**src/rtl/conv_pkg.sv**
```systemverilog
// Shared types and constants for the 3x3 streaming convolution engine.
// Holds the FSM state enum, the default Sobel X kernel and the accumulator sizing rule.
package conv_pkg;

  typedef enum logic [1:0] {
    IDLE  = 2'd0,
    FILL  = 2'd1,
    RUN   = 2'd2,
    FLUSH = 2'd3
  } conv_state_e;

  localparam int K_NUM = 9;
  localparam int K00 = 0;
  localparam int K01 = 1;
  localparam int K02 = 2;
  localparam int K10 = 3;
  localparam int K11 = 4;
  localparam int K12 = 5;
  localparam int K20 = 6;
  localparam int K21 = 7;
  localparam int K22 = 8;

  localparam int SOBEL_X [K_NUM] = '{-1, 0, 1, -2, 0, 2, -1, 0, 1};

  // Nine products of a (BITW+1)-bit by KW-bit signed multiply need 4 guard bits.
  function automatic bit accw_ok(input int bitw, input int kw, input int accw);
    return accw >= bitw + kw + 4;
  endfunction

endpackage

```
**src/rtl/conv_line_buffer.sv**
```systemverilog
// Two-line circular pixel buffer sharing one column pointer.
// tap1/tap2 are the pixels one and two lines above the column at ptr.
module conv_line_buffer #(
  parameter int WIDTH = 128,
  parameter int BITW  = 8,
  parameter int PW    = $clog2(WIDTH)
) (
  input  logic            clk,
  input  logic            shift_en,
  input  logic [PW-1:0]   ptr,
  input  logic [BITW-1:0] din,
  output logic [BITW-1:0] tap1,
  output logic [BITW-1:0] tap2
);

  logic [BITW-1:0] line1 [WIDTH];
  logic [BITW-1:0] line2 [WIDTH];

  // Storage is not reset; stale lines only ever feed border outputs, which are forced to 0.
  always_ff @(posedge clk) begin
    if (shift_en) begin
      line1[ptr] <= din;
      line2[ptr] <= line1[ptr];
    end
  end

  assign tap1 = line1[ptr];
  assign tap2 = line2[ptr];

endmodule

```
**src/rtl/conv3x3_stream.sv**
```systemverilog
// Streaming 3x3 convolution: |conv| clamped to 2^BITW-1, borders forced to 0.
// Optional macro CONV_KERNEL_LOAD_EN adds k_wr_* ports for a runtime-loadable kernel.
//   state | meaning
//   IDLE  | waiting for pixel (0,0)
//   FILL  | priming line buffer, no outputs issued
//   RUN   | each accept issues one output
//   FLUSH | draining last W+1 outputs, input blocked
module conv3x3_stream
  import conv_pkg::*;
#(
  parameter int WIDTH  = 128,
  parameter int HEIGHT = 128,
  parameter int BITW   = 8,
  parameter int KW     = 8,
  parameter int ACCW   = 20
) (
  input  logic                 clk,
  input  logic                 rst_n,
  input  logic                 in_valid,
  output logic                 in_ready,
  input  logic [BITW-1:0]      in_pixel,
  output logic                 out_valid,
  input  logic                 out_ready,
  output logic [BITW-1:0]      out_pixel,
  output logic                 out_last,
  output logic                 busy
`ifdef CONV_KERNEL_LOAD_EN
  ,
  input  logic                 k_wr_en,
  input  logic [3:0]           k_wr_idx,
  input  logic signed [KW-1:0] k_wr_data
`endif
);

  localparam int CW  = $clog2(WIDTH);
  localparam int RW  = $clog2(HEIGHT);
  localparam int PRW = BITW + 1 + KW;
  localparam logic [ACCW-1:0] ACC_MAX = ACCW'((1 << BITW) - 1);

  if (!accw_ok(BITW, KW, ACCW)) begin : g_accw_check
    $error("ACCW too small for BITW/KW");
  end

  conv_state_e            state;
  logic                   en_q, adv, accept, issue, done_issue;
  logic [CW-1:0]          in_col, out_col;
  logic [RW-1:0]          in_row, out_row;
  logic [BITW-1:0]        tap1, tap2;
  logic [BITW-1:0]        win     [K_NUM];
  logic [BITW-1:0]        win_nxt [K_NUM];
  logic signed [KW-1:0]   kern    [K_NUM];
  logic signed [PRW-1:0]  prod_q  [K_NUM];
  logic                   v1, border1, last1;
  logic signed [ACCW-1:0] sum;
  logic [ACCW-1:0]        mag;
  logic [BITW-1:0]        pix_c;
  logic                   in_at_last, out_at_last;

  assign adv         = !(out_valid && !out_ready);
  assign in_ready    = en_q && adv && (state != FLUSH);
  assign accept      = in_valid && in_ready;
  assign issue       = (accept && state == RUN) || (state == FLUSH && adv && !done_issue);
  assign busy        = (state != IDLE);
  assign in_at_last  = (in_row == RW'(HEIGHT - 1)) && (in_col == CW'(WIDTH - 1));
  assign out_at_last = (out_row == RW'(HEIGHT - 1)) && (out_col == CW'(WIDTH - 1));

  conv_line_buffer #(.WIDTH(WIDTH), .BITW(BITW), .PW(CW)) u_lbuf (
    .clk      (clk),
    .shift_en (accept),
    .ptr      (in_col),
    .din      (in_pixel),
    .tap1     (tap1),
    .tap2     (tap2)
  );

`ifdef CONV_KERNEL_LOAD_EN
  always_ff @(posedge clk or negedge rst_n) begin
    if (!rst_n) begin
      for (int i = 0; i < K_NUM; i++) kern[i] <= KW'(SOBEL_X[i]);
    end else if (k_wr_en && !busy) begin
      for (int i = 0; i < K_NUM; i++)
        if (k_wr_idx == 4'(i)) kern[i] <= k_wr_data;
    end
  end
`else
  always_comb begin
    for (int i = 0; i < K_NUM; i++) kern[i] = KW'(SOBEL_X[i]);
  end
`endif

  always_ff @(posedge clk or negedge rst_n) begin
    if (!rst_n) begin
      state      <= IDLE;
      en_q       <= 1'b0;
      done_issue <= 1'b0;
      in_col     <= '0;
      in_row     <= '0;
      out_col    <= '0;
      out_row    <= '0;
    end else begin
      en_q <= 1'b1;
      case (state)
        IDLE:    if (accept) state <= FILL;
        FILL:    if (accept && in_row == RW'(1) && in_col == '0) state <= RUN;
        RUN:     if (accept && in_at_last) state <= FLUSH;
        FLUSH:   if (out_valid && out_ready && out_last) state <= IDLE;
        default: state <= IDLE;
      endcase
      if (state == IDLE) done_issue <= 1'b0;
      else if (issue && out_at_last) done_issue <= 1'b1;
      if (accept) begin
        if (in_col == CW'(WIDTH - 1)) begin
          in_col <= '0;
          in_row <= (in_row == RW'(HEIGHT - 1)) ? '0 : in_row + 1'b1;
        end else begin
          in_col <= in_col + 1'b1;
        end
      end
      if (issue) begin
        if (out_col == CW'(WIDTH - 1)) begin
          out_col <= '0;
          out_row <= (out_row == RW'(HEIGHT - 1)) ? '0 : out_row + 1'b1;
        end else begin
          out_col <= out_col + 1'b1;
        end
      end
    end
  end

  // Window row 0 is two lines above the incoming pixel; column 2 is the newest.
  always_comb begin
    for (int i = 0; i < K_NUM; i++) win_nxt[i] = win[i];
    if (accept) begin
      win_nxt[K00] = win[K01];  win_nxt[K01] = win[K02];  win_nxt[K02] = tap2;
      win_nxt[K10] = win[K11];  win_nxt[K11] = win[K12];  win_nxt[K12] = tap1;
      win_nxt[K20] = win[K21];  win_nxt[K21] = win[K22];  win_nxt[K22] = in_pixel;
    end
  end

  always_comb begin
    sum = '0;
    for (int i = 0; i < K_NUM; i++) sum = sum + ACCW'(prod_q[i]);
    mag   = sum[ACCW-1] ? -sum : sum;
    pix_c = (mag > ACC_MAX) ? '1 : mag[BITW-1:0];
  end

  always_ff @(posedge clk or negedge rst_n) begin
    if (!rst_n) begin
      for (int i = 0; i < K_NUM; i++) begin
        win[i]    <= '0;
        prod_q[i] <= '0;
      end
      v1        <= 1'b0;
      border1   <= 1'b0;
      last1     <= 1'b0;
      out_valid <= 1'b0;
      out_pixel <= '0;
      out_last  <= 1'b0;
    end else begin
      for (int i = 0; i < K_NUM; i++) win[i] <= win_nxt[i];
      if (adv) begin
        v1      <= issue;
        border1 <= (out_row == '0) || (out_row == RW'(HEIGHT - 1)) ||
                   (out_col == '0) || (out_col == CW'(WIDTH - 1));
        last1   <= out_at_last;
        for (int i = 0; i < K_NUM; i++)
          prod_q[i] <= PRW'($signed({1'b0, win_nxt[i]})) * PRW'(kern[i]);
        out_valid <= v1;
        out_last  <= v1 && last1;
        out_pixel <= (!v1 || border1) ? '0 : pix_c;
      end
    end
  end

endmodule

```
**config.mk**
```make
export PLATFORM = sky130hd
export DESIGN_NAME = conv3x3_stream
export DESIGN_NICKNAME = d
export VERILOG_FILES = /design/src/rtl/conv_pkg.sv /design/src/rtl/conv_line_buffer.sv /design/src/rtl/conv3x3_stream.sv
export SDC_FILE = /design/constraint.sdc
export NUM_CORES = 2
export LEC_CHECK = 0
export ABC_CLOCK_PERIOD_IN_PS = 6000
export BUFFER_PORTS_ARGS = -buffer_cell sky130_fd_sc_hd__buf_2
export CAP_MARGIN = 20
export CORE_MARGIN = 5
export CORE_UTILIZATION = 35
export CTS_BUF_LIST = sky130_fd_sc_hd__clkbuf_4 sky130_fd_sc_hd__clkbuf_8 sky130_fd_sc_hd__clkbuf_16
export DETAILED_ROUTE_END_ITERATION = 6
export PLACE_DENSITY_LB_ADDON = 0.25
export SYNTH_ARGS = -nofsm -noshare
export SYNTH_HDL_FRONTEND = slang
export SYNTH_SLANG_ARGS = --single-unit
```
**constraint.sdc**
```tcl
create_clock -name clk -period 6 [get_ports clk]
set_input_delay 0.9 -clock clk [delete_from_list [all_inputs] [get_ports clk]]
set_output_delay 0.9 -clock clk [all_outputs]
set_load 0.1 [all_outputs]
```
[Word-level counts from Yosys, hierarchy flattened]
Memories as Yosys holds them, arrays and structs flattened.
Cells that the tools add are included.
Widths: inputs -> output; s select.
Operators by class
  add/sub/neg operators: 13
  $lt $le $gt $ge: 1
  eq/ne operators: 13
  mux-type cells: 17
  reduce and logical (&&, ||, !) cells: 34
Operators with widths (count)
  $mux 72: 1
  $neg 8->17: 2
  $add 7x1->7 const B: 4
  $eq 7x7->1 const B: 4
  $mux 7: 4
  $logic_not 7->1: 3
  $add 19x10->20: 1
  $add 20x17->20: 1
  $add 20x9->20: 1
  $gt 20x8->1 const B: 1
  $mux 20: 1
  $neg 20->20: 1
  $add 18x17->19: 1
  $add 17x9->18: 1
  $logic_and 1x1->1: 16
  $mux 8: 2
  $neg 8->16: 1
  $mux 2: 4
  $pmux 2 s4: 1
  $eq 7x1->1 const B: 1
  $ne 2x2->1 const B: 3
  $logic_or 1x1->1: 5
  $eq 2x2->1 const B: 2
  $logic_not 1->1: 4
  other kinds (7): 13
Word-level totals
  register bits after elaboration: 191
  RAM bits: 2048
  input bits: 12
  output and inout bits: 12
  word-level logic and storage cells: 108
  memories kept: 2
Memories
  u_lbuf.line1: words 128, width 8, read ports 1, clocked after memory_dff 0, wr ports 1, RTL line conv_line_buffer.sv:16  | logic [BITW-1:0] line1 [WIDTH];
  u_lbuf.line2: words 128, width 8, read ports 1, clocked after memory_dff 0, wr ports 1, RTL line conv_line_buffer.sv:17  | logic [BITW-1:0] line2 [WIDTH];

[Longest topological paths before layout]
  depth after elaboration: 11
  mapped depth: 21
  depth with buffers taken out: 18

[By module]
Synthesis repeated with hierarchy kept, for this count alone.
Second synthesis, totals
  cell total of the unflattened synthesis: 5968
  area, all modules: 90773.3 sq um
Modules (own cells, without submodules)
  conv_line_buffer: times used 1, cells an instance 4885, area an instance 80161.9 sq um, seq. area each 61499.0 sq um
  conv3x3_stream: times used 1, cells an instance 1083, area an instance 10611.4 sq um, seq. area each 4654.5 sq um

[Worst setup path before layout]
No wires, ideal clock.
  path type: register -> register
  start point: register in_col[1]
  end point: memory u_lbuf.line2[0][2] (data pin)
  setup time: 0.877 ns
  arrival time: 5.684 ns
  data required time: 5.123 ns
  setup slack: -0.561 ns
  cell stages (with the launch flop): 12
  path buffers: 4
  clock period less this slack: 6.561 ns
  cell sequence: dfrtp_1 -> buf_2 -> nor3_1 -> buf_2 -> buf_1 -> clkbuf_1 -> a22oi_1 -> nand4_1 -> nor2_1 -> a31oi_1 -> a21oi_1 -> o211ai_1
On the way
  cells in the longest elaborated chain, start to end: 1
Ends and longest elaborated chain
  start: declaration: RTL line conv3x3_stream.sv:46  | logic [CW-1:0] in_col, out_col;
  start signal: assignment: RTL line conv3x3_stream.sv:116  | in_col <= in_col + 1'b1;
  $mem_v2 128x8
  via tap1[2]: RTL line conv3x3_stream.sv:48  | logic [BITW-1:0] tap1, tap2;
  end: declaration: RTL line conv_line_buffer.sv:17
The timed path passes the listed nets, and every way through them passes these cells.

[Worst setup path in the final report]
  start point: register prod_q[86] (netlist bit)
  end point: register out_pixel[6]
On the way
  cells in the longest elaborated chain, start to end: 9
Ends and longest elaborated chain
  start: declaration: RTL line conv3x3_stream.sv:52  | logic signed [PRW-1:0] prod_q [K_NUM];
  start signal: indexed assignment: RTL line conv3x3_stream.sv:167  | prod_q[i] <= PRW'($signed({1'b0, win_nxt[i]})) * PRW'(kern[i]);
  $add 18x17->19 *: RTL line conv3x3_stream.sv:142  | for (int i = 0; i < K_NUM; i++) sum = sum + ACCW'(prod_q[i]);
  $add 19x10->20 *: RTL line conv3x3_stream.sv:142
  $add 20x17->20 *: RTL line conv3x3_stream.sv:142
  $add 20x9->20 *: RTL line conv3x3_stream.sv:142
  $neg 20->20: RTL line conv3x3_stream.sv:143  | mag = sum[ACCW-1] ? -sum : sum;
  $mux 20 *: RTL line conv3x3_stream.sv:143
  $gt 20x8->1: RTL line conv3x3_stream.sv:144  | pix_c = (mag > ACC_MAX) ? '1 : mag[BITW-1:0];
  $mux 8 *: RTL line conv3x3_stream.sv:144
  $mux 8 *: RTL line conv3x3_stream.sv:170  | out_pixel <= (!v1 || border1) ? '0 : pix_c;
  end signal: assignment: RTL line conv3x3_stream.sv:170
  end: declaration: RTL line conv3x3_stream.sv:24  | output logic [BITW-1:0] out_pixel,
Every way passes the cells marked *; elsewhere a longest branch is shown, timed or not.
A chain may end at the register's enable or synchronous reset.

==> results_dict.tcl <==
set metrics [dict create \
    drive_gt1_share_pct 15.6 \
    power_density_mw_per_mm2 618 \
    fin_crit_ns 5.57 \
    tightest_slew_ns 1.17 \
    die_w_um 503 \
    syn_inst 5047 \
    num_vias 49781 \
    overflow 0 \
    start_util_pct 35.1 \
    ios 24 \
    cts_buffers 220 \
    fmax_mhz 180 \
    yosysUniqueCellTypes 85 \
    first_pass_iters 5 \
    antenna_found_initial 14 \
    slew_headroom_pct 22.0 \
    first_iter_violations 6134 \
    final_nets 5421 \
    ys.warnings.count 0 \
    first_global_vias 48420 \
    leakagePower_uw 0.0318 \
    status "complete, no violations" \
    cts_buffer_depth 3 \
    finalSetupViolations 0 \
    final-seq-area_mm2 0.0662 \
    viasPerCell 5.73 \
    rsz0062_at_grt "no" \
    maxSlewViolCount 0 \
    ant_nets 0 \
    arrival_ns 6.33 \
    hpwl_um 155000 \
    wl_um 260000 \
    cts_tree "done" \
    synth-seq-cells 2234 \
    syn-num-nets 5157 \
    vdd_ir_drop_max_v 0.00106 \
    cp.required_ns 6.76 \
    fp.dieH_um 503 \
    clk_pin_slew_ns 0.06 \
    power.switching_uw 24100 \
    synth.yosys.seq_area_share_pct 77.8 \
    gr-usage-all-layers_pct 20.1 \
    synthFlopType "edfxtp_1" \
    htreeDepth 4 \
    wire_per_inst_um 29.9 \
    use_met2_pct 31.2 \
    synthToLayoutAreaGrowth_pct 15.3 \
    grt.met3_usage_pct 3.87 \
    fin_tns_setup_ns 0 \
    ff2ff_setup_slack_ns 0.43 \
    min_path_type "primary input to async pin" \
    start_kind "flop" \
    power_frac_seq_pct 34.6 \
    multi_input_area_mm2 0.0175 \
    grt_pass1_wl_um 369000 \
    combPwrFrac_pct 43.5 \
    postSynthAreaPerCell_um2 16.9 \
    fin_worst_skew_ns 0.0560 \
    cts_hold_buf 0 \
    top_usage_layer "met2" \
    drc 0 \
    gp_congestion 0.842 \
    clkPwrFrac_pct 21.9 \
    clk_latency_ns 0.87 \
    fin_crit_sh_pct 92.8 \
    cts_root_buf "clkbuf_16" \
    power.internal_uw 36500 \
    final_hold_viol_count 0 \
    whs_ns 0.108 \
    io_buffer_count 23 \
    crit_fanout 8 \
    rows 181 \
    grt_use_met1_pct 28.7 \
    crit_path_end_kind "flop" \
    sw_frac_of_total_pct 39.8 \
    maxCapViolCount 0 \
    placeableCoreArea_mm2 0.243 \
    cts_sinks 2234 \
    n_fill_cell 21787 \
    die-area_mm2 0.253 \
    syn_area_mm2 0.0851 \
    synthArstFlopShare_pct 8.33 \
    grt_max_degree 97 \
    criticalPathCategory "flop to flop" \
    synth_edf_count 2048 \
]
## registers in the layout, indices dropped and copies added (netlist names), 2 cells and up
register	count
out_row	7
u_lbuf.line2	1024
in_col	7
state	2
prod_q	69
u_lbuf.line1	1024
out_pixel	8
out_col	7
in_row	7
win	72
## Yosys cell counts, types with 11 or more instances
library cell | count | area [µm²]
edfxtp_1 | 2048 | 61500
a22oi_1 | 690 | 5180
nand2_1 | 245 | 920
nor2_1 | 203 | 762
dfrtp_1 | 186 | 4650
a221oi_1 | 164 | 1440
a22o_1 | 152 | 1330
nand4_1 | 142 | 888
clkbuf_1 | 139 | 522
a31oi_1 | 116 | 726
buf_2 | 101 | 505
inv_1 | 96 | 360
o21ai_0 | 83 | 415
a21oi_1 | 73 | 365
buf_1 | 68 | 255
ha_1 | 57 | 713
fa_1 | 41 | 821
nand3_1 | 36 | 180
mux2_2 | 32 | 360
mux2i_1 | 32 | 320
nor3_1 | 31 | 155
xnor2_1 | 30 | 263
a21o_1 | 26 | 195
nor4_1 | 20 | 125
o211ai_1 | 19 | 143
and3_1 | 15 | 93.8
mux4_2 | 14 | 315
xor2_1 | 14 | 123
a41oi_1 | 11 | 96.3
nand2b_1 | 11 | 68.8
## cell usage in the layout (no fill, tap or decap), drive strengths merged, types with 28 or more instances in the layout
| master | count |
|---|---|
| a21o | 28 |
| nor3 | 32 |
| edfxtp | 2048 |
| clkinv | 95 |
| o21ai | 84 |
| ha | 57 |
| a31oi | 116 |
| nand4 | 142 |
| a22o | 153 |
| nand2 | 245 |
| mux2 | 32 |
| a21oi | 76 |
| mux2i | 32 |
| fa | 41 |
| dfrtp | 186 |
| xnor2 | 30 |
| buf | 357 |
| a221oi | 165 |
| a22oi | 695 |
| nor2 | 203 |
| clkbuf | 283 |
| inv | 107 |
| nand3 | 36 |
## layout make-up
cell class              count  share of cell area [%]
well taps                3202                    4.08
clock inverters           113                   0.926
clock buffers             282                    6.12
multi-input cells        2400                    17.8
repair buffers            358                    3.21
flip-flops and latches   2234                    67.4
diodes                      5                  0.0128
inverters                  97                   0.374
## power groups by stage
stage                     clock network [µW]  logic [µW]  registers, µW
final                                  13300       26400          21000
after global routing                   14100       28400          21000
after CTS                              13500       26400          21000
after detailed placement                   0       26300          21300
after global placement                     0       25900          21200
after floorplan                            0       16600          21500
## kinds of logic (layout without fill, tap and decap cells)
family          count (synthesis)  count (layout)  synth area share (%)
buf+inv                       413             850                  2.05
xor+xnor                       44              44                 0.453
other cells                     1               6               0.00441
flops                        2234            2234                  77.8
simple gates                  765             765                  4.31
compound gates               1414            1414                  12.5
mux                            78              78                  1.17
fa+ha+maj                      98              98                  1.80
## timing repair
action	CTS	global route
setup endpoints to repair	0	8
buffers inserted	0	0
endpoints found under the hold margin	0	0
gates resized for setup	0	2
## stage by stage
| step | util [%] | power (µW) | std cells | area [µm²] | setup WS, ns |
|---|---|---|---|---|---|
| floorplan | - | 38200 | 5047 | 85400 | 0.00151 |
| finish | 40.4 | 60600 | 8691 | 98100 | 0.429 |
| CTS | 40.4 | 60900 | 8683 | 98000 | 0.342 |
| detailed placement | 37.6 | 47600 | 8288 | 91100 | 0.352 |
| global route | 40.4 | 63600 | 8688 | 98100 | 0.0129 |
| global placement | 37.5 | 47200 | 8281 | 91000 | 0.393 |
## metal layers
| layer | up-vias | routed length (µm) |
|---|---|---|
| li1 | 21118 | - |
| met1 | 26046 | 110000 |
| met2 | 2249 | 119000 |
| met3 | 364 | 22100 |
| met4 | 4 | 8580 |
| met5 | - | 23 |
## final timing paths
path                                 start           end  depth (start not counted)
worst max register to register  prod_q[86]  out_pixel[6]                         18
max in group asynchronous            rst_n     in_col[3]                          2
min in group clk                   win[29]       win[37]                          2
worst max-delay path            prod_q[86]  out_pixel[6]                         18
worst min register to register     win[29]       win[37]                          2
worst min-delay path                 rst_n    prod_q[48]                          1
## critical path, stage by stage (launching register included)
cell      delay [ns]
dfrtp_1         0.40
fa_1            0.54
inv_1           0.06
fa_1            0.41
inv_1           0.08
fa_1            0.42
ha_1            0.24
fa_1            0.46
a211o_1         0.38
a21o_1          0.23
a222oi_1        0.44
buf_4           0.21
nand4_1         0.21
nor3_4          0.26
nand4_1         0.20
o21ba_1         0.23
a221o_1         0.36
and4_4          0.21
a22oi_2         0.13
Power figures use the tool's default switching activity.
